## config.mk

```make
export PLATFORM = sky130hd
export DESIGN_NAME = tune_ctrl
export DESIGN_NICKNAME = d
export VERILOG_FILES = /design/src/rtl/tune_pkg.sv /design/src/rtl/tune_timeout.sv /design/src/rtl/tune_ctrl.sv
export SDC_FILE = /design/constraint.sdc
export NUM_CORES = 1
export LEC_CHECK = 0
export CAP_MARGIN = 40
export CELL_PAD_IN_SITES_DETAIL_PLACEMENT = 1
export CELL_PAD_IN_SITES_GLOBAL_PLACEMENT = 1
export CORE_AREA = 2 2 215 217
export DETAILED_ROUTE_END_ITERATION = 6
export DIE_AREA = 0 0 217 219
export PLACE_DENSITY_LB_ADDON = 0.1
export SLEW_MARGIN = 10
export SYNTH_ARGS = -nofsm -noshare
export SYNTH_HDL_FRONTEND = slang
export SYNTH_SLANG_ARGS = --single-unit
```

## constraint.sdc

```tcl
create_clock -name clk -period 11.2 [get_ports clk]
set_clock_uncertainty 0.05 [all_clocks]
set_input_delay 2.24 -clock clk [delete_from_list [all_inputs] [get_ports clk]]
set_output_delay 2.24 -clock clk [all_outputs]
set_load 0.02 [all_outputs]
```

## src/rtl/tune_pkg.sv

```systemverilog
// Shared definitions for the NCO tuning command interpreter: opcodes,
// response bytes, FSM state type, tuning constants and clamped arithmetic.
package tune_pkg;

  // ASCII command opcodes
  localparam logic [7:0] OP_FREQ = 8'h46;  // 'F' + 8 bytes, MSB first
  localparam logic [7:0] OP_UP   = 8'h2B;  // '+'
  localparam logic [7:0] OP_DOWN = 8'h2D;  // '-'
  localparam logic [7:0] OP_STEP = 8'h53;  // 'S' + 1 byte
  localparam logic [7:0] OP_READ = 8'h3F;  // '?'
  localparam logic [7:0] OP_CLR  = 8'h43;  // 'C'

  // Response bytes
  localparam logic [7:0] RSP_OK  = 8'h4B;  // 'K'
  localparam logic [7:0] RSP_ERR = 8'h45;  // 'E'

  // Tuning constants for a 136 MHz sample clock; also used by NCO frequency tables
  localparam logic [63:0] RESET_INC_900K = 64'h01B1B1B1B1B1B1B1;
  localparam logic [63:0] STEP_FINE_1K   = 64'h00007B5CA45266E2;
  localparam logic [63:0] STEP_COARSE_9K = 64'h00045641C6E59DF0;
  localparam logic [63:0] INC_FLOOR      = 64'h0000000000000000;
  localparam logic [63:0] INC_CEIL_FS4   = 64'h4000000000000000;

  // Command interpreter states
  typedef enum logic [2:0] {
    ST_IDLE,
    ST_GET_FREQ,
    ST_GET_STEP,
    ST_APPLY,
    ST_TX_LOAD,
    ST_TX_WAIT
  } tune_state_t;

  // Add with a 65-bit intermediate; saturate at the upper clamp
  function automatic logic [63:0] clamp_add(input logic [63:0] cur,
                                            input logic [63:0] step,
                                            input logic [63:0] hi);
    logic [64:0] sum;
    sum = {1'b0, cur} + {1'b0, step};
    if (sum > {1'b0, hi}) return hi;
    return sum[63:0];
  endfunction

  // Subtract with a 65-bit intermediate; a borrow or result under the floor
  // clamps to the floor so the word never wraps
  function automatic logic [63:0] clamp_sub(input logic [63:0] cur,
                                            input logic [63:0] step,
                                            input logic [63:0] lo);
    logic [64:0] diff;
    diff = {1'b0, cur} - {1'b0, step};
    if (diff[64] || (diff[63:0] < lo)) return lo;
    return diff[63:0];
  endfunction

  // Inclusive range check used for absolute loads
  function automatic logic in_range(input logic [63:0] val,
                                    input logic [63:0] lo,
                                    input logic [63:0] hi);
    return (val >= lo) && (val <= hi);
  endfunction

endpackage

```

## src/rtl/tune_timeout.sv

```systemverilog
// Inter-byte gap timer: loadable down-counter that restarts on every received
// byte and flags expiry once TIMEOUT_CLKS cycles pass with no restart.
module tune_timeout #(
  parameter int unsigned TIMEOUT_CLKS = 1360000
) (
  input  logic clk,
  input  logic rst,
  input  logic restart,
  input  logic enable,
  output logic expire
);

  localparam int W = (TIMEOUT_CLKS > 2) ? $clog2(TIMEOUT_CLKS) : 1;
  localparam logic [W-1:0] LOAD_VAL = W'(TIMEOUT_CLKS - 1);

  logic [W-1:0] cnt;

  // Reload on restart, otherwise count down to zero while armed
  always_ff @(posedge clk or negedge rst) begin
    if (!rst) begin
      cnt <= LOAD_VAL;
    end else if (restart) begin
      cnt <= LOAD_VAL;
    end else if (enable && (cnt != '0)) begin
      cnt <= cnt - W'(1);
    end
  end

  // A restart on the same cycle as terminal count takes priority
  assign expire = enable && !restart && (cnt == '0);

endmodule

```

## src/rtl/tune_ctrl.sv

```systemverilog
// UART command interpreter owning the carrier NCO phase increment.
// Parses received bytes, updates the 64-bit tuning word atomically and
// returns ack/readback bytes through the transmitter handshake.
//
//  state       | meaning
//  ------------+-----------------------------------------------------------
//  ST_IDLE     | waiting for an opcode byte
//  ST_GET_FREQ | collecting the 8 payload bytes of an absolute load
//  ST_GET_STEP | collecting the step-select byte
//  ST_APPLY    | single cycle: update the register, queue 'K' or 'E'
//  ST_TX_LOAD  | waiting for the transmitter to go idle, then strobe tx_dv
//  ST_TX_WAIT  | waiting for tx_done; more bytes -> TX_LOAD, else IDLE
module tune_ctrl
  import tune_pkg::*;
#(
  parameter logic [63:0] RESET_INC    = RESET_INC_900K,
  parameter logic [63:0] STEP_FINE    = STEP_FINE_1K,
  parameter logic [63:0] STEP_COARSE  = STEP_COARSE_9K,
  parameter logic [63:0] MIN_INC      = INC_FLOOR,
  parameter logic [63:0] MAX_INC      = INC_CEIL_FS4,
  parameter int unsigned TIMEOUT_CLKS = 1360000
) (
  input  logic        clk,
  input  logic        rst,
  input  logic        rx_dv,
  input  logic [7:0]  rx_byte,
  input  logic        tx_active,
  input  logic        tx_done,
  output logic        tx_dv,
  output logic [7:0]  tx_byte,
  output logic [63:0] phase_inc,
  output logic        step_sel,
  output logic        overrun
);

  tune_state_t  state;
  logic [7:0]   opcode;
  logic [63:0]  staging;
  logic [2:0]   byte_cnt;
  logic [63:0]  tx_shift;
  logic [3:0]   tx_cnt;
  logic [63:0]  step_val;
  logic         gap_armed;
  logic         gap_expire;

  assign step_val  = step_sel ? STEP_COARSE : STEP_FINE;
  assign gap_armed = (state == ST_GET_FREQ) || (state == ST_GET_STEP);

  tune_timeout #(
    .TIMEOUT_CLKS(TIMEOUT_CLKS)
  ) u_timeout (
    .clk    (clk),
    .rst    (rst),
    .restart(rx_dv),
    .enable (gap_armed),
    .expire (gap_expire)
  );

  // Command FSM with registered outputs; phase_inc only changes in ST_APPLY
  always_ff @(posedge clk or negedge rst) begin
    if (!rst) begin
      state     <= ST_IDLE;
      opcode    <= 8'h00;
      staging   <= '0;
      byte_cnt  <= '0;
      tx_shift  <= '0;
      tx_cnt    <= '0;
      tx_dv     <= 1'b0;
      tx_byte   <= 8'h00;
      phase_inc <= RESET_INC;
      step_sel  <= 1'b0;
      overrun   <= 1'b0;
    end else begin
      tx_dv <= 1'b0;

      case (state)
        ST_IDLE: begin
          if (rx_dv) begin
            opcode <= rx_byte;
            case (rx_byte)
              OP_FREQ: begin
                byte_cnt <= '0;
                staging  <= '0;
                state    <= ST_GET_FREQ;
              end
              OP_STEP: begin
                staging <= '0;
                state   <= ST_GET_STEP;
              end
              OP_UP, OP_DOWN, OP_CLR: begin
                state <= ST_APPLY;
              end
              OP_READ: begin
                tx_shift <= phase_inc;
                tx_cnt   <= 4'd8;
                state    <= ST_TX_LOAD;
              end
              default: begin
                tx_shift <= {RSP_ERR, 56'd0};
                tx_cnt   <= 4'd1;
                state    <= ST_TX_LOAD;
              end
            endcase
          end
        end

        ST_GET_FREQ: begin
          if (rx_dv) begin
            staging  <= {staging[55:0], rx_byte};
            byte_cnt <= byte_cnt + 3'd1;
            if (byte_cnt == 3'd7) state <= ST_APPLY;
          end else if (gap_expire) begin
            staging  <= '0;
            tx_shift <= {RSP_ERR, 56'd0};
            tx_cnt   <= 4'd1;
            state    <= ST_TX_LOAD;
          end
        end

        ST_GET_STEP: begin
          if (rx_dv) begin
            staging <= {56'd0, rx_byte};
            state   <= ST_APPLY;
          end else if (gap_expire) begin
            staging  <= '0;
            tx_shift <= {RSP_ERR, 56'd0};
            tx_cnt   <= 4'd1;
            state    <= ST_TX_LOAD;
          end
        end

        ST_APPLY: begin
          tx_shift <= {RSP_OK, 56'd0};
          tx_cnt   <= 4'd1;
          state    <= ST_TX_LOAD;
          case (opcode)
            OP_FREQ: begin
              if (in_range(staging, MIN_INC, MAX_INC)) phase_inc <= staging;
              else                                     tx_shift  <= {RSP_ERR, 56'd0};
            end
            OP_UP:   phase_inc <= clamp_add(phase_inc, step_val, MAX_INC);
            OP_DOWN: phase_inc <= clamp_sub(phase_inc, step_val, MIN_INC);
            OP_STEP: step_sel  <= staging[0];
            OP_CLR:  overrun   <= 1'b0;
            default: tx_shift  <= {RSP_ERR, 56'd0};
          endcase
        end

        ST_TX_LOAD: begin
          if (!tx_active) begin
            tx_dv   <= 1'b1;
            tx_byte <= tx_shift[63:56];
            state   <= ST_TX_WAIT;
          end
        end

        ST_TX_WAIT: begin
          if (tx_done) begin
            tx_shift <= {tx_shift[55:0], 8'd0};
            tx_cnt   <= tx_cnt - 4'd1;
            state    <= (tx_cnt == 4'd1) ? ST_IDLE : ST_TX_LOAD;
          end
        end

        default: state <= ST_IDLE;
      endcase

      // Bytes arriving while busy are dropped; this set wins over a same-cycle clear
      if (rx_dv && ((state == ST_APPLY) || (state == ST_TX_LOAD) ||
                    (state == ST_TX_WAIT))) begin
        overrun <= 1'b1;
      end
    end
  end

endmodule

```

# Word-level counts from Yosys, hierarchy flattened
# Index checks and enable logic that the tools add are counted.
# W data, S select, Z words.
[word_totals]
register_bits = 242
elab_cells = 139
[op_classes]
bitwise = 1
muxes = 54
order_cmp = 4
reduce_logical = 34
eq_ne = 29
n_addsub = 5
[op_table]
columns = ["cell", "n"]
rows = [
  ["$mux W64", 14],
  ["$pmux W64 S3", 2],
  ["$pmux W64 S4", 1],
  ["$pmux W64 S2", 1],
  ["$pmux W60 S2", 1],
  ["$add A64 B51 Y65", 1],
  ["$gt A65 B63 Y1 const B", 1],
  ["$sub A64 B51 Y65", 1],
  ["$ge A64 B1 Y1 const B", 1],
  ["$le A64 B63 Y1 const B", 1],
  ["$lt A64 B1 Y1 const B", 1],
  ["$mux W60", 1],
  ["$mux W51", 1],
  ["$eq A8 B7 Y1 const B", 6],
  ["$mux W21", 2],
  ["$eq A8 B6 Y1 const B", 5],
  ["$mux W3", 11],
  ["$logic_not A21 Y1", 1],
  ["$reduce_bool A21 Y1", 1],
  ["$sub A21 B1 Y21 const B", 1],
  ["$pmux W3 S6", 1],
  ["$mux W4", 4],
  ["$ne A2 B2 Y1 const B", 8],
  ["$pmux W4 S4", 1],
  ["28 further kinds", 59],
]

# Longest topological paths before layout
# Gate-level depths: netlist of the first run.
[depth]
word_depth = 9
depth_mapped = 19
ltp_nobuf = 16

# Modules after synthesis
# Synthesis of the first run repeated with hierarchy kept, for this count alone.
[unflattened]
hier_cells = 2160
hier_area_um2 = 17983.5
[by_module_without_submodules]
columns = ["module", "area_per_inst_um2", "cells_per_inst", "instances"]
rows = [
  ["tune_ctrl", 16691.0, 2029, 1],
  ["tune_timeout", 1292.5, 131, 1],
]

# Least setup slack after synthesis of the first run
# OpenSTA, ideal clock, no wires.
[synth_timing]
kind = "register to register"
start = "register step_sel"
end = "register phase_inc[10]"
setup_slack_ps = 5890
required_time_ps = 11056
setup_ps = 94
stages_incl_launch_ff = 19
period_less_slack_ps = 5310
arrival_ps = 5166
path_cell_list = "dfrtp_1 -> inv_1 -> ha_1 -> buf_6 -> or4b_4 -> a21o_1 -> a211oi_1 -> a211oi_2 -> xnor2_1 -> or3_1 -> nor4_2 -> nand4_1 -> nor4b_2 -> a41o_1 -> buf_6 -> buf_6 -> nand3_2 -> a21o_1 -> a221oi_2"
[synth_between]
elab_chain_len = 9
word_cells_on_any_way = 15
[synth_rtl]
columns = ["item", "line_no", "rtl"]
rows = [
  ["from (decl)", "tune_ctrl.sv:32", "output logic step_sel,"],
  ["from (signal assigned)", "tune_ctrl.sv:143", "OP_STEP: step_sel <= staging[0];"],
  ["$mux W51 *", "tune_ctrl.sv:46", "assign step_val = step_sel ? STEP_COARSE : STEP_FINE;"],
  ["$sub A64 B51 Y65", "tune_pkg.sv:50", "diff = {1'b0, cur} - {1'b0, step};"],
  ["$lt A64 B1 Y1", "tune_pkg.sv:51", "if (diff[64] || (diff[63:0] < lo)) return lo;"],
  ["$logic_or A1 B1 Y1", "tune_pkg.sv:51", ""],
  ["$mux W1", "tune_pkg.sv:51", ""],
  ["$mux W1", "tune_ctrl.sv:136", "case (opcode)"],
  ["$mux W1", "tune_ctrl.sv:76", "case (state)"],
  ["$mux W64", "tune_pkg.sv:52", "return diff[63:0];"],
  ["$pmux W64 S3 *", "tune_ctrl.sv:136", ""],
  ["to (signal assigned)", "tune_ctrl.sv:138", "if (in_range(staging, MIN_INC, MAX_INC)) phase_inc <= staging;"],
  ["to (signal assigned)", "tune_ctrl.sv:141", "OP_UP: phase_inc <= clamp_add(phase_inc, step_val, MAX_INC);"],
  ["to (signal assigned)", "tune_ctrl.sv:142", "OP_DOWN: phase_inc <= clamp_sub(phase_inc, step_val, MIN_INC);"],
  ["to (decl)", "tune_ctrl.sv:31", "output logic [63:0] phase_inc,"],
]
# Mark *: on every way between the ends. The rest lies on a longest branch, timed or not. The select of a mux whose other input is x is not followed.
# A chain may end at the register's enable or synchronous reset.

# Worst setup path after layout of the first run
[layout_timing]
start = "register step_sel"
end = "register phase_inc[13]"
# The elaborated chain is that of the path after synthesis.

==> results of run 1 <==
## logic make-up (layout without fill, tap and decap cells)
family	after synthesis	in the layout	share of synthesized area, %
compound gates	711	711	28.15
xor+xnor	70	70	3.414
fa+ha+maj	63	63	4.376
buf+inv	222	237	5.080
flops	242	242	34.00
mux	25	25	1.526
other cells	0	1	0
simple gates	832	832	23.45
## power groups by stage
stage               registers (mW)  clock network (mW)  logic [mW]
floorplan                     1.36                   0        1.21
global placement              1.52                   0        1.76
detailed placement            1.53                   0        1.82
CTS                           1.52                1.11        1.84
global route                  1.55                1.14        2.01
finish                        1.53                1.10        1.85
## cell usage after synthesis (19+ instances only)
cell type	instances	area, um2
sky130_fd_sc_hd__dfstp_2	40	1051
sky130_fd_sc_hd__nand2b_1	26	162.7
sky130_fd_sc_hd__inv_1	55	206.5
sky130_fd_sc_hd__dfrtp_1	202	5055
sky130_fd_sc_hd__clkbuf_1	122	457.9
sky130_fd_sc_hd__a22o_1	66	578.1
sky130_fd_sc_hd__o22ai_1	19	118.9
sky130_fd_sc_hd__nor2_1	260	975.9
sky130_fd_sc_hd__o21ai_0	118	590.6
sky130_fd_sc_hd__o21a_1	19	142.6
sky130_fd_sc_hd__nor4_1	38	237.7
sky130_fd_sc_hd__nor3_1	74	370.4
sky130_fd_sc_hd__nand4_1	21	131.4
sky130_fd_sc_hd__xor2_1	19	166.4
sky130_fd_sc_hd__nand3_1	60	300.3
sky130_fd_sc_hd__nand2_1	177	664.4
sky130_fd_sc_hd__a21o_1	25	187.7
sky130_fd_sc_hd__a31oi_1	19	118.9
sky130_fd_sc_hd__mux2_2	19	214.0
sky130_fd_sc_hd__ha_1	62	775.7
sky130_fd_sc_hd__or3_1	24	150.1
sky130_fd_sc_hd__a21oi_1	150	750.7
sky130_fd_sc_hd__buf_2	24	120.1
sky130_fd_sc_hd__xnor2_1	51	446.7
sky130_fd_sc_hd__a211oi_1	26	195.2
sky130_fd_sc_hd__nor2b_1	24	150.1
sky130_fd_sc_hd__a221oi_1	68	595.6
## through the flow
stage | setup WS (ns) | total power [mW]
2_1_floorplan | 5.890 | 2.565
3_3_place_gp | 4.893 | 3.286
3_5_place_dp | 4.930 | 3.352
4_1_cts | 4.882 | 4.466
5_1_grt | 4.580 | 4.702
6_report | 4.702 | 4.473
## critical path, stage by stage, from the launching register on
cell and delay, ns:
sky130_fd_sc_hd__dfrtp_1 0.37, sky130_fd_sc_hd__inv_1 0.05, sky130_fd_sc_hd__buf_4 0.42, sky130_fd_sc_hd__ha_1 0.59, sky130_fd_sc_hd__or4b_4 0.63, sky130_fd_sc_hd__a31oi_1 0.64, sky130_fd_sc_hd__a211oi_2 0.35, sky130_fd_sc_hd__o31ai_1 0.63
sky130_fd_sc_hd__xor2_1 0.14, sky130_fd_sc_hd__nor4_1 0.26, sky130_fd_sc_hd__nand4_1 0.17, sky130_fd_sc_hd__nor4b_2 0.45, sky130_fd_sc_hd__a41o_1 0.22, sky130_fd_sc_hd__buf_4 0.44, sky130_fd_sc_hd__and2_4 0.52, sky130_fd_sc_hd__a221oi_1 0.17
sky130_fd_sc_hd__o22ai_1 0.20
## worst paths after layout
check / from / end / slack, ns / cells past startpoint
hold / removal: tx_shift[4]$_DFFE_PN0P_ / tx_shift[4]$_DFFE_PN0P_ / 0.42 / 2
hold reg to reg: tx_shift[4]$_DFFE_PN0P_ / tx_shift[4]$_DFFE_PN0P_ / 0.42 / 2
max in group asynchronous: rst / phase_inc[8]$_DFFE_PN1P_ / 8.08 / 3
min in group asynchronous: rst / tx_shift[20]$_DFFE_PN0P_ / 1.63 / 1
setup reg to reg: step_sel$_DFFE_PN0P_ / phase_inc[13]$_DFFE_PN1P_ / 4.70 / 16
setup / recovery: step_sel$_DFFE_PN0P_ / phase_inc[13]$_DFFE_PN1P_ / 4.70 / 16
## state kept, by name, summed over array words and instances (netlist names)
signal         cells
byte_cnt           3
opcode             8
overrun            1
phase_inc         64
staging           64
state              3
step_sel           1
tx_byte            8
tx_cnt             4
tx_dv              1
tx_shift          64
u_timeout.cnt     21
## routing by layer
layer | vias to the layer above | part of all wire [%] | global-route usage, %
met5 | - | 0.015 | 0
met4 | 2 | 4.3 | 13.95
met3 | 171 | 7.0 | 5.918
met2 | 775 | 45 | 56.76
met1 | 9544 | 44 | 49.04
li1 | 8089 | - | -
## layout make-up
type	count	area (um2)	share of cell area [%]
sequential	242	6106	29.96
antenna	1	2.502	0.01228
multi-input combinational	1701	11000	53.99
clock buffer	38	840.8	4.126
tap	600	750.7	3.684
clock inverter	18	265.3	1.302
inverter	58	217.7	1.068
timing repair buffer	123	1194	5.858
==> run summary, run 1 <==
Combinational logic is responsible for 41.3% of the overall power. The total count of max-transition violations in the final report was 0; the die boundary height was 219 um. The first TritonRoute pass finished after 6 iterations.

The final standard cell area without fillers was 20380 um2; the fmax was 153.9 MHz. The initialized floorplan defines 78 standard-cell rows. The minimum clock period is 6.498 ns, and the average footprint of a synthesized cell is 8.294 um2. STA puts the critical path data required time at 11.68 ns. The switching share of total power was 44.73%; the total routed wirelength was 85.81 mm. The first global-routing pass estimated 127.7 mm of wire. The run finished with clean final reports. For the total I/O pin count, the log shows 88. The share of total power dissipated in the clock network is 24.5%. The post-synthesis sequential area ratio was 34.00%; the filler cell count was 5331.

The sink count of the clock tree is 242, and the number of nets in the synthesized netlist is 2240. The via count of the routed design was 18580; the global-route congestion overflow total was 0. Power density over the cells: 219.5 nW/um2.

Detailed placement ended at an HPWL of 62.52 mm. The worst setup path is launched from a register. The final worst-path cycle share is 58.02%.

Sequential cells burn 34.2% of the power. In this run, placement finished with an instance count of 2723. Entering global routing, the biggest net connects 91 pins. After clock tree synthesis, the clock-pin slew on the worst setup and hold paths is 0.06 ns. Yosys mapped the design onto 116 distinct sky130hd cell types. Counting flops and latches in the post-synthesis netlist gives 242.

The number of enable-type register cells in the synthesized netlist is 0. VDD sags by at most 0.0001654 V. The post-route netlist has 10.00% of its cells at a drive strength greater than 1. The clock latency of the later-clocked register in the worst-skew pair came out at 0.63 ns.

TritonCTS built the clock tree. Leaving out fill and tap cells, the most frequent cell in the layout is sky130_fd_sc_hd__nor2_1. The leakage dissipation is 8.056 nW, and the share of flip-flops with an asynchronous set or reset is 100.0%. Port buffering added 87 buffers.

Number of hold buffers added after cts: 0. The tools report the number of remaining DRC errors as 0. In this run the tightest slew margin relative to its limit is 30.59%. After the first detailed-routing iteration, the DRC count stood at 1955. The number of antenna violations at the first check in global routing is 2, and the total global routing track utilization is 35.88%.

The gate count after technology mapping is 2165, and the total of endpoints with negative setup slack in the final report is 0. After detailed routing, the number of vias per cell comes to 6.681. The tools report the kind of capture point of the worst setup path as a register.

The synthesized netlist occupies a cell area of 17960 um2. In this run the power spent charging and discharging nets is 2.001 mW. Of all nets on the critical path, the largest fanout is 34. The logs give 0 for the number of nets still failing antenna checks after routing and 2781 for the number of standard cells in the final layout excluding fillers. The starting density of the core is 39.82%, and the critical path data arrival time is 6.98 ns. Via count of the first global-routing pass: 18560.

The congestion estimate from routability-driven global placement came to 0.9635. The die footprint was 47520 um2. In the layout the commonest cells are sky130_fd_sc_hd__nor2_1, sky130_fd_sc_hd__dfrtp_1, sky130_fd_sc_hd__nand2_1, sky130_fd_sc_hd__a21oi_1, sky130_fd_sc_hd__o21ai_0. Setup repair after global routing left no endpoint under its margin. In this run the post-CTS setup repair buffer count came out at 0.

Summed over all failing endpoints, the final setup total negative slack is 0 ns. The run gives 1 as the maximum level of the CTS H-tree. The tools report the root buffer cell as sky130_fd_sc_hd__clkbuf_16. Relative to the synthesized area, the layout overhead comes to 13.48%. The logs give 2231 for the net count of the finished layout and 45090 um2 for the area of the core. Counting the buffers created by CTS gives 30. The main flop type after synthesis was sky130_fd_sc_hd__dfrtp_1. The tool flagged a number of max-cap violations equal to 0. Yosys printed 0 warnings. The transition time of the tightest slew-check pin was 1.032 ns; the internal power was 2.472 mW. By startpoint and endpoint, the worst setup path is classified as register to register.

The die is 217 um wide. The hold violation total from the final report was 0. In the final routed layout, each cell accounts on average for 30.86 um. The tools report the number of resized instances in the post-cts repair step as 0. In this run the worst hold path is classified as register to register. The worst slack on hold paths was 0.4222 ns; the largest buffer count on any clock path was 3. At the end of the flow the core is filled with cells to 45.19%.

The instance area at placement was 19260 um2.
Power figures use the tool's default switching activity.
==> run 2, diff against run 1 <==
==> constraint.sdc (replaced) <==
create_clock -name clk -period 6.1 [get_ports clk]
set_clock_uncertainty 0.05 [all_clocks]
set_input_delay 1.22 -clock clk [delete_from_list [all_inputs] [get_ports clk]]
set_output_delay 1.22 -clock clk [all_outputs]
set_load 0.02 [all_outputs]
==> run 2 against run 1 <==
Against the previous run:
- global-route usage grew 0.54 points
- largest power group unchanged
- register-to-register slack lost 4.5 ns
- non-clock buffer count grew 39
- combinational power grew 91%
- maximum frequency grew 9.4%
- first-iteration DRC count grew 1.3%
- critical path depth is the same
- worst hold slack lost 0.0011 ns
- setup slack lost 4.5 ns
- utilization grew 0.74 points
- design area grew 1.6%
- via count grew 2.1%
==> run summary, run 2 (synthesized netlist as in run 1, its figures left out) <==
Setup repair after global routing left no endpoint under its margin. The tools report the startpoint of the worst-slack reg-to-reg timing path as step_sel$_DFFE_PN0P_. The minimum setup slack among reg-to-reg paths is 0.16 ns, and the number of maximum-capacitance constraint violations is 0.

The die is 217 um wide. Number of antenna violations at the first check in global routing: 1. After clock tree synthesis, the clock-pin slew on the worst setup and hold paths is 0.06 ns. Across all layers, the routed design uses 18980 vias.

The path with the worst hold slack has its endpoint at tx_shift[0]$_DFFE_PN0P_. For this configuration, the core starts out at a cell density of 39.82%. After detailed routing, the total wire length is 87.26 mm. Data on the critical path arrives at its endpoint at 6.40 ns. In the final design database the tool counted 2270 nets. For the pin with the worst max-slew slack, the measured transition is 0.9585 ns.

Summed over all layers, the global routing overflow is 0. Counting stages on the worst path, the most repeated cell is sky130_fd_sc_hd__buf_4. The vias per cell was 6.728. The tools report the worst slack on hold paths as 0.4211 ns.

Buffers inserted to repair hold after CTS numbered 0. Port buffer count: 87. The minimum clock period was 5.938 ns; the power density over the cells was 397.9 nW/um2. The final worst-path cycle share came out at 97.34%.

The layout cell share with drive strength beyond 1 was 11.54%. Along the worst path, the maximum fanout reaches 28. For the met1 track demand over resource, the log shows 51.21%.

The slowest stage of the critical path is the sky130_fd_sc_hd__nor3_1 cell. TritonCTS built the clock tree. The first TritonRoute pass finished after 5 iterations.

The worst setup path is of the register to register kind. In the final layout, the registers with the most flip-flops are phase_inc (64), staging (64), tx_shift (64). The leakage dissipation was 8.293 nW. Compared with the post-synthesis result, the final layout area differs by 15.34%. The tools report the total of endpoints with negative setup slack in the final report as 0.

Headroom to the max-slew limit came out at 35.61%. In this run the critical register-to-register path is captured at phase_inc[12]$_DFFE_PN1P_. The wire-length estimate of the detail-placed layout is 64.75 mm.

Post-CTS repair changed the size of 0 cells. The kind of start point of the critical path was a register. The run gives 0 as the number of nets still failing antenna checks after routing.

The sum of negative setup slack was 0 ns. After routing the design area is 20710 um2. The kind of capture point of the worst setup path is a register. In this run the most used layer during global routing was met2. The total count of max-transition violations in the final report came out at 0. The logs give 0 for the number of remaining DRC errors and 168.4 MHz for the fmax. IR analysis of the VDD net gives a maximum drop of 0.0002786 V.

The flow ran to the end, and the final reports show no timing, DRC or antenna violations. The path class of the tightest hold or removal check is register to register. In the layout the commonest cells are sky130_fd_sc_hd__nor2_1, sky130_fd_sc_hd__dfrtp_1, sky130_fd_sc_hd__nand2_1, sky130_fd_sc_hd__a21oi_1, sky130_fd_sc_hd__o21ai_0. In this run the deepest clock path goes through 3 buffers. After detailed placement, the total cell area comes to 19620 um2. Sink count of the clock tree: 242.

For the hold violation total from the final report, the log shows 0. The global-route wire length before repair is 129.2 mm. Counting instances, the worst hold path has a depth of 2.

Measured in cells, the most critical reg-to-reg path has a length of 16. The floorplan has 78 rows. The die covers 47520 um2. The congestion estimate from routability-driven global placement came to 0.9728.

The run gives 57.90% as the met2 usage. The number of design-rule violations left by the first detailed-router iteration came out at 1980. Buffers inserted during clock tree synthesis total 30.

The die is 219 um tall. At the worst endpoint, the required time is 6.56 ns. In the final routed layout, each cell accounts on average for 30.93 um. The total I/O pin count is 88.

The commonest non-fill, non-tap cell in the layout was sky130_fd_sc_hd__nor2_1. The clock latency of the later-clocked register in the worst-skew pair was 0.59 ns; the longest individual stage delay on the worst path was 0.80 ns. Walking the worst path, the cells encountered are buf_4 > ha_1 > nor4_4 > a211oi_1 > nor3_1 > o221ai_1 > a211oi_2 > o21bai_2 > and2_0 > or4_1 > nor4_1 > a41o_1 > buf_4 > nand2_4 > o221a_2 > o22ai_1. The tools report the via count of the first global-routing pass as 18650. The maximum level of the CTS H-tree came out at 1.

The launch point of the worst hold path was tx_shift[0]$_DFFE_PN0P_. The largest net degree at the start of global routing came out at 102. Across every metal layer, demand over resource in global routing totals 36.42%. The area of the core is 45090 um2, and the routing usage on met3 is 4.421%. Measured on the finished design, the core utilization comes to 45.93%.

The number of setup buffers added after CTS is 0. Clock tree synthesis selected as its root buffer the cell sky130_fd_sc_hd__clkbuf_16.
[run 2: worst max-delay path by stage]
| stage | start | endpoint | slack (ns) | cells past startpoint |
|---|---|---|---|---|
| detailed placement | step_sel$_DFFE_PN0P_ | phase_inc[12]$_DFFE_PN1P_ | 0.41 | 16 |
| global route | step_sel$_DFFE_PN0P_ | phase_inc[34]$_DFFE_PN0P_ | 0.06 | 18 |
| floorplan | step_sel$_DFFE_PN0P_ | phase_inc[10]$_DFFE_PN0P_ | 0.79 | 18 |
| CTS | step_sel$_DFFE_PN0P_ | phase_inc[12]$_DFFE_PN1P_ | 0.36 | 16 |
| global placement | step_sel$_DFFE_PN0P_ | phase_inc[57]$_DFFE_PN0P_ | 0.44 | 17 |
| finish | step_sel$_DFFE_PN0P_ | phase_inc[12]$_DFFE_PN1P_ | 0.16 | 16 |
[run 2: where the power goes]
part / total [mW] / internal (mW) / switching [mW] / leakage [nW]
sequential: 2.74 / 2.10 / 0.633 / 3.03
clock: 1.97 / 1.19 / 0.780 / 0.532
combinational: 3.53 / 1.30 / 2.24 / 4.73
total: 8.24 / 4.59 / 3.65 / 8.29
[run 2: critical path: cells and delay by family (launching register included)]
kind,cells,cell delay [ns]
compound gates,7,2.01
fa+ha+maj,1,0.38
buf+inv,2,0.59
flops,1,0.38
simple gates,6,2.40
[run 2: per-layer routing]
metal | vias up | wire, um
li1 | 8181 | -
met1 | 9750 | 38070
met2 | 885 | 39630
met3 | 161 | 6192
met4 | 2 | 3339
met5 | - | 23
[run 2: layout make-up]
cell class / count / area, um2
well taps: 600 / 750.7
multi-input cells: 1701 / 11000
clock buffers: 40 / 848.3
fillers: 5348 / 24380
diodes: 2 / 5.005
flip-flops and latches: 242 / 6106
inverters: 58 / 217.7
repair buffers: 162 / 1546
clock inverters: 16 / 237.7
[run 2: per-stage QoR]
step	power [mW]	setup WS, ns	instances
6_report	8.241	0.1621	2821
5_1_grt	8.643	0.05511	2819
4_1_cts	8.193	0.3612	2819
3_5_place_dp	6.196	0.4121	2763
3_3_place_gp	6.087	0.4407	2757
2_1_floorplan	4.710	0.7902	2165
==> run 3, diff against run 2 <==
--- a/config.mk
+++ b/config.mk
@@ -5,13 +5,16 @@
 export SDC_FILE = /design/constraint.sdc
 export NUM_CORES = 1
 export LEC_CHECK = 0
+export ABC_AREA = 1
 export CAP_MARGIN = 40
 export CELL_PAD_IN_SITES_DETAIL_PLACEMENT = 1
 export CELL_PAD_IN_SITES_GLOBAL_PLACEMENT = 1
-export CORE_AREA = 2 2 215 217
+export CORE_AREA = 2 2 227 229
 export DETAILED_ROUTE_END_ITERATION = 6
-export DIE_AREA = 0 0 217 219
+export DIE_AREA = 0 0 229 231
+export GPL_ROUTABILITY_DRIVEN = 0
 export PLACE_DENSITY_LB_ADDON = 0.1
+export RECOVER_POWER = 25
 export SLEW_MARGIN = 10
 export SYNTH_ARGS = -nofsm -noshare
 export SYNTH_HDL_FRONTEND = slang
==> run 3 against run 2 <==
Against the previous run:
- the flow now finishes with violations (max-capacitance violations, max-slew violations)
- via count rose by 17%
- critical path type unchanged
- power fell by 32%
- design area rose by 6.9%
- sequential share of layout area fell by 1.9 points
- worst hold slack improved by 0.013 ns
- non-clock buffer count fell by 54
- die area rose by 11%
- flip-flop and latch count did not move
- maximum frequency rose by 6.6%
- clock power fell by 18%
==> run summary, run 3 <==
The run finished, with violations left. The final reports fail on max-capacitance violations, max-slew violations. From synthesis to final layout, the design area changed by 11.15%. The total routed wirelength came out at 89.64 mm. The top cell type by area accounts for 25.38% of the synthesized area. The worst hold path belongs to the class register to register. Synthesis produced a netlist with a net count of 3267. The minimum clock period was 5.569 ns. Critical setup path kind: register to register. STA classifies the critical path endpoint as a register.

For the number of inserted diodes, the log shows 0. The root buffer cell chosen for the clock tree is sky130_fd_sc_hd__clkbuf_16. Counting the buffers created by CTS gives 26. The transition time of the tightest slew-check pin is 3.195 ns, and the summed instance area of the synthesized netlist is 19920 um2. The tools report the number of nets still failing antenna checks after routing as 0. The share of total power dissipated in the clock network is 28.6%. For this configuration, the core starts out at a cell density of 39.30%.

Counting distinct cell types in the post-synthesis netlist gives 57. Sequential cells burn 36.8% of the power. After floorplanning, the core was sized to cover 50680 um2.

Total count of max-transition violations in the final report: 245. Buffers placed on the I/O ports in this run total 87. The sum of negative setup slack is 0 ns, and the final worst-path cycle share is 91.30%. Number of remaining DRC errors: 0. After the last flow step, the layout net total stands at 3282. Internal power: 3.357 mW. Library cell with the highest instance count after synthesis: sky130_fd_sc_hd__nand2_1.

The library cell used most frequently in the layout, excluding fill and tap cells, is sky130_fd_sc_hd__nand2_1. The Yosys step of the flow raised 0 warnings. In this run the worst path has a maximum fanout of 62. The tools report the kind of start point of the critical path as a register.

Setup violations remaining at the end of the flow were counted as 0. Summed over all cells, the static leakage comes to 10.87 nW. In the synthesized netlist the dominant register cell turns out to be sky130_fd_sc_hd__dfrtp_1.

Data arrives at the worst endpoint at 5.99 ns. The maximum level of the CTS H-tree was 1. The global-route wire length before repair is 136.3 mm, and the via count of the routed design is 22230. Based on the critical path, the design can be clocked at up to 179.6 MHz. The post-route netlist has 6.231% of its cells at a drive strength greater than 1.

For this run, the detailed router's first-pass iteration total came to 5. The later pin in the worst-skew pair is clocked with a latency of 0.56 ns. The hold violation total from the final report came out at 0. In the final routed layout, each cell accounts on average for 22.95 um.

The run gives 3192 as the gate count after technology mapping. The die boundary height is 231 um. In this run the count of I/O pins placed on the die edge is 88. Sorting the synthesized cells by area gives the leading types as sky130_fd_sc_hd__dfrtp_1, sky130_fd_sc_hd__nand2_1, sky130_fd_sc_hd__inv_1. The number of maximum-capacitance constraint violations is 2, and the clock transition time at the flip-flop clock pins of the worst setup and hold paths is 0.06 ns.

After clock tree synthesis, the setup repair step added 0 buffers. The logs give 0 for the number of resized instances in the post-cts repair step and 34.6% for the share of total power in combinational logic. The net switching component of the power is 2.286 mW, and the post-synthesis register bit count is 242.

The number of hold buffers added after cts is 0, and the vias per cell is 5.692. The global-route congestion overflow total was 0. Sequential elements use 30.66% of the synthesized area. The total global routing track utilization is 33.55%.

The detailed router finished its first iteration with 2090 violations. The power density over the cells came out at 254.9 nW/um2. The average footprint of a synthesized cell was 6.240 um2. The run gives 83 as the number of core rows. Entering global routing, the biggest net connects 126 pins. The die is 229 um wide.

The required time of the critical path was 6.52 ns. Setup repair after global routing left no endpoint under its margin. In the final layout, the registers with the most flip-flops are phase_inc (64), staging (64), tx_shift (64). The share of flip-flops with an asynchronous set or reset works out to 100.0%.

The switching share of total power was 40.51%. The logs give 5.642 mW for the sum of internal, switching and leakage power and 52900 um2 for the die footprint. Detailed placement ended at an HPWL of 70.87 mm. Leaving out fill and tap cells, the most frequent cells in the layout are sky130_fd_sc_hd__nand2_1, sky130_fd_sc_hd__inv_1, sky130_fd_sc_hd__nor2_1, sky130_fd_sc_hd__nand3_1, sky130_fd_sc_hd__dfrtp_1. The cell taking the most area after synthesis was sky130_fd_sc_hd__dfrtp_1. Worst supply voltage drop on vdd: 0.0004356 V. TritonCTS built the clock tree. After filler insertion, the fill cell instance count of the layout stands at 6856. The run gives 3 as the largest buffer count on any clock path. CTS saw 242 sinks. For the worst slew slack as a fraction of its limit, the log shows -113.0%. Counting instances in the post-synthesis netlist gives the leading cell types as sky130_fd_sc_hd__nand2_1, sky130_fd_sc_hd__inv_1, sky130_fd_sc_hd__nor2_1. The logs give 6106 um2 for the sequential standard cell area and 3 for the number of antenna violations at the first check in global routing. Summing all multi-input logic gate instances after layout gives 11350 um2. The tools report the via count of the first global-routing pass as 22550. The number of enable-type register cells in the synthesized netlist came out at 0.
-- run 3: changes by cell type in the layout (fill, tap and decap cells not counted), moves of 37 or more --
cell,before,now
sky130_fd_sc_hd__a221oi_1,68,0
sky130_fd_sc_hd__buf_4,64,17
sky130_fd_sc_hd__inv_1,55,444
sky130_fd_sc_hd__o21ai_0,117,154
sky130_fd_sc_hd__o22ai_1,19,74
sky130_fd_sc_hd__nand2_1,176,987
sky130_fd_sc_hd__nand3_1,60,261
sky130_fd_sc_hd__xor2_1,19,58
sky130_fd_sc_hd__xnor2_1,51,3
sky130_fd_sc_hd__a22o_1,66,0
sky130_fd_sc_hd__inv_2,2,53
-- run 3: final cells by class --
type	instances	area share, %
Multi-Input combinational cell	2319	51.29
Sequential cell	242	27.58
Inverter	510	8.659
Timing Repair Buffer	108	4.787
Tap cell	680	3.843
Clock buffer	43	3.589
Clock inverter	4	0.2543
-- run 3: cells by family after synthesis --
kind of cell / count (synthesis) / share of synthesized area, %
AOI/OAI and AO/OA: 494 / 14.24
DFF: 242 / 30.66
adders and majority gates: 62 / 3.895
xor gates and xnor gates: 61 / 2.683
and+or+nand+nor: 1702 / 36.02
buffers and inverters: 631 / 12.51
-- run 3: path summary, 6_finish.rpt --
path | cells after the start | end | from | slack, ns
max | 19 | phase_inc[22]$_DFFE_PN0P_ | step_sel$_DFFE_PN0P_ | 0.53
min | 2 | tx_byte[7]$_DFFE_PN0P_ | tx_byte[7]$_DFFE_PN0P_ | 0.43
max reg2reg | 19 | phase_inc[22]$_DFFE_PN0P_ | step_sel$_DFFE_PN0P_ | 0.53
min reg2reg | 2 | tx_byte[7]$_DFFE_PN0P_ | tx_byte[7]$_DFFE_PN0P_ | 0.43
max in group asynchronous | 2 | staging[18]$_DFFE_PN0P_ | rst | 0.99
min in group asynchronous | 1 | staging[12]$_DFFE_PN0P_ | rst | 1.64
-- run 3: layer usage --
metal	part of all wire (%)	GRT usage (%)
met1	43	45.54
met2	46	55.06
met3	7.0	4.088
met4	3.8	11.93
met5	0.026	0
-- run 3: power groups by stage --
stage,clock network [mW],registers (mW),logic [mW]
global route,1.70,2.11,2.15
floorplan,0,2.07,1.29
CTS,1.64,2.07,1.95
detailed placement,0,2.10,1.94
finish,1.61,2.08,1.95
global placement,0,2.08,1.89
-- run 3: critical path, cell delays in order (launching register included) --
cell	delay, ns
sky130_fd_sc_hd__dfrtp_1	0.38
sky130_fd_sc_hd__inv_1	0.54
sky130_fd_sc_hd__buf_4	0.33
sky130_fd_sc_hd__ha_1	0.38
sky130_fd_sc_hd__nand2_1	0.17
sky130_fd_sc_hd__nor3_1	0.44
sky130_fd_sc_hd__nand2_1	0.22
sky130_fd_sc_hd__nor4_1	0.49
sky130_fd_sc_hd__nand2_1	0.30
sky130_fd_sc_hd__nand3_1	0.19
sky130_fd_sc_hd__nand2_1	0.07
sky130_fd_sc_hd__nor2_1	0.11
sky130_fd_sc_hd__nand3_1	0.10
sky130_fd_sc_hd__nor2_1	0.36
sky130_fd_sc_hd__nand3_1	0.20
sky130_fd_sc_hd__nand2_4	0.62
sky130_fd_sc_hd__nand3_1	0.27
sky130_fd_sc_hd__nand3_1	0.14
sky130_fd_sc_hd__nand2_1	0.05
sky130_fd_sc_hd__nand2_1	0.07
-- run 3: per-stage QoR --
stage | hold slack (ns) | std cells | worst slack, ns | instance area [um2] | utilization (%)
final | 0.4340 | 3906 | 0.5307 | 22140 | 43.68
after global routing | 0.4593 | 3906 | 0.2980 | 22140 | 43.68
after CTS | 0.4419 | 3906 | 0.7073 | 22160 | 43.73
after detailed placement | 0.4237 | 3859 | 0.7295 | 21310 | 42.05
after global placement | 0.4161 | 3857 | 0.7174 | 21270 | 41.97
after floorplan | 0.3997 | 3192 | 2.140 | 19920 | -
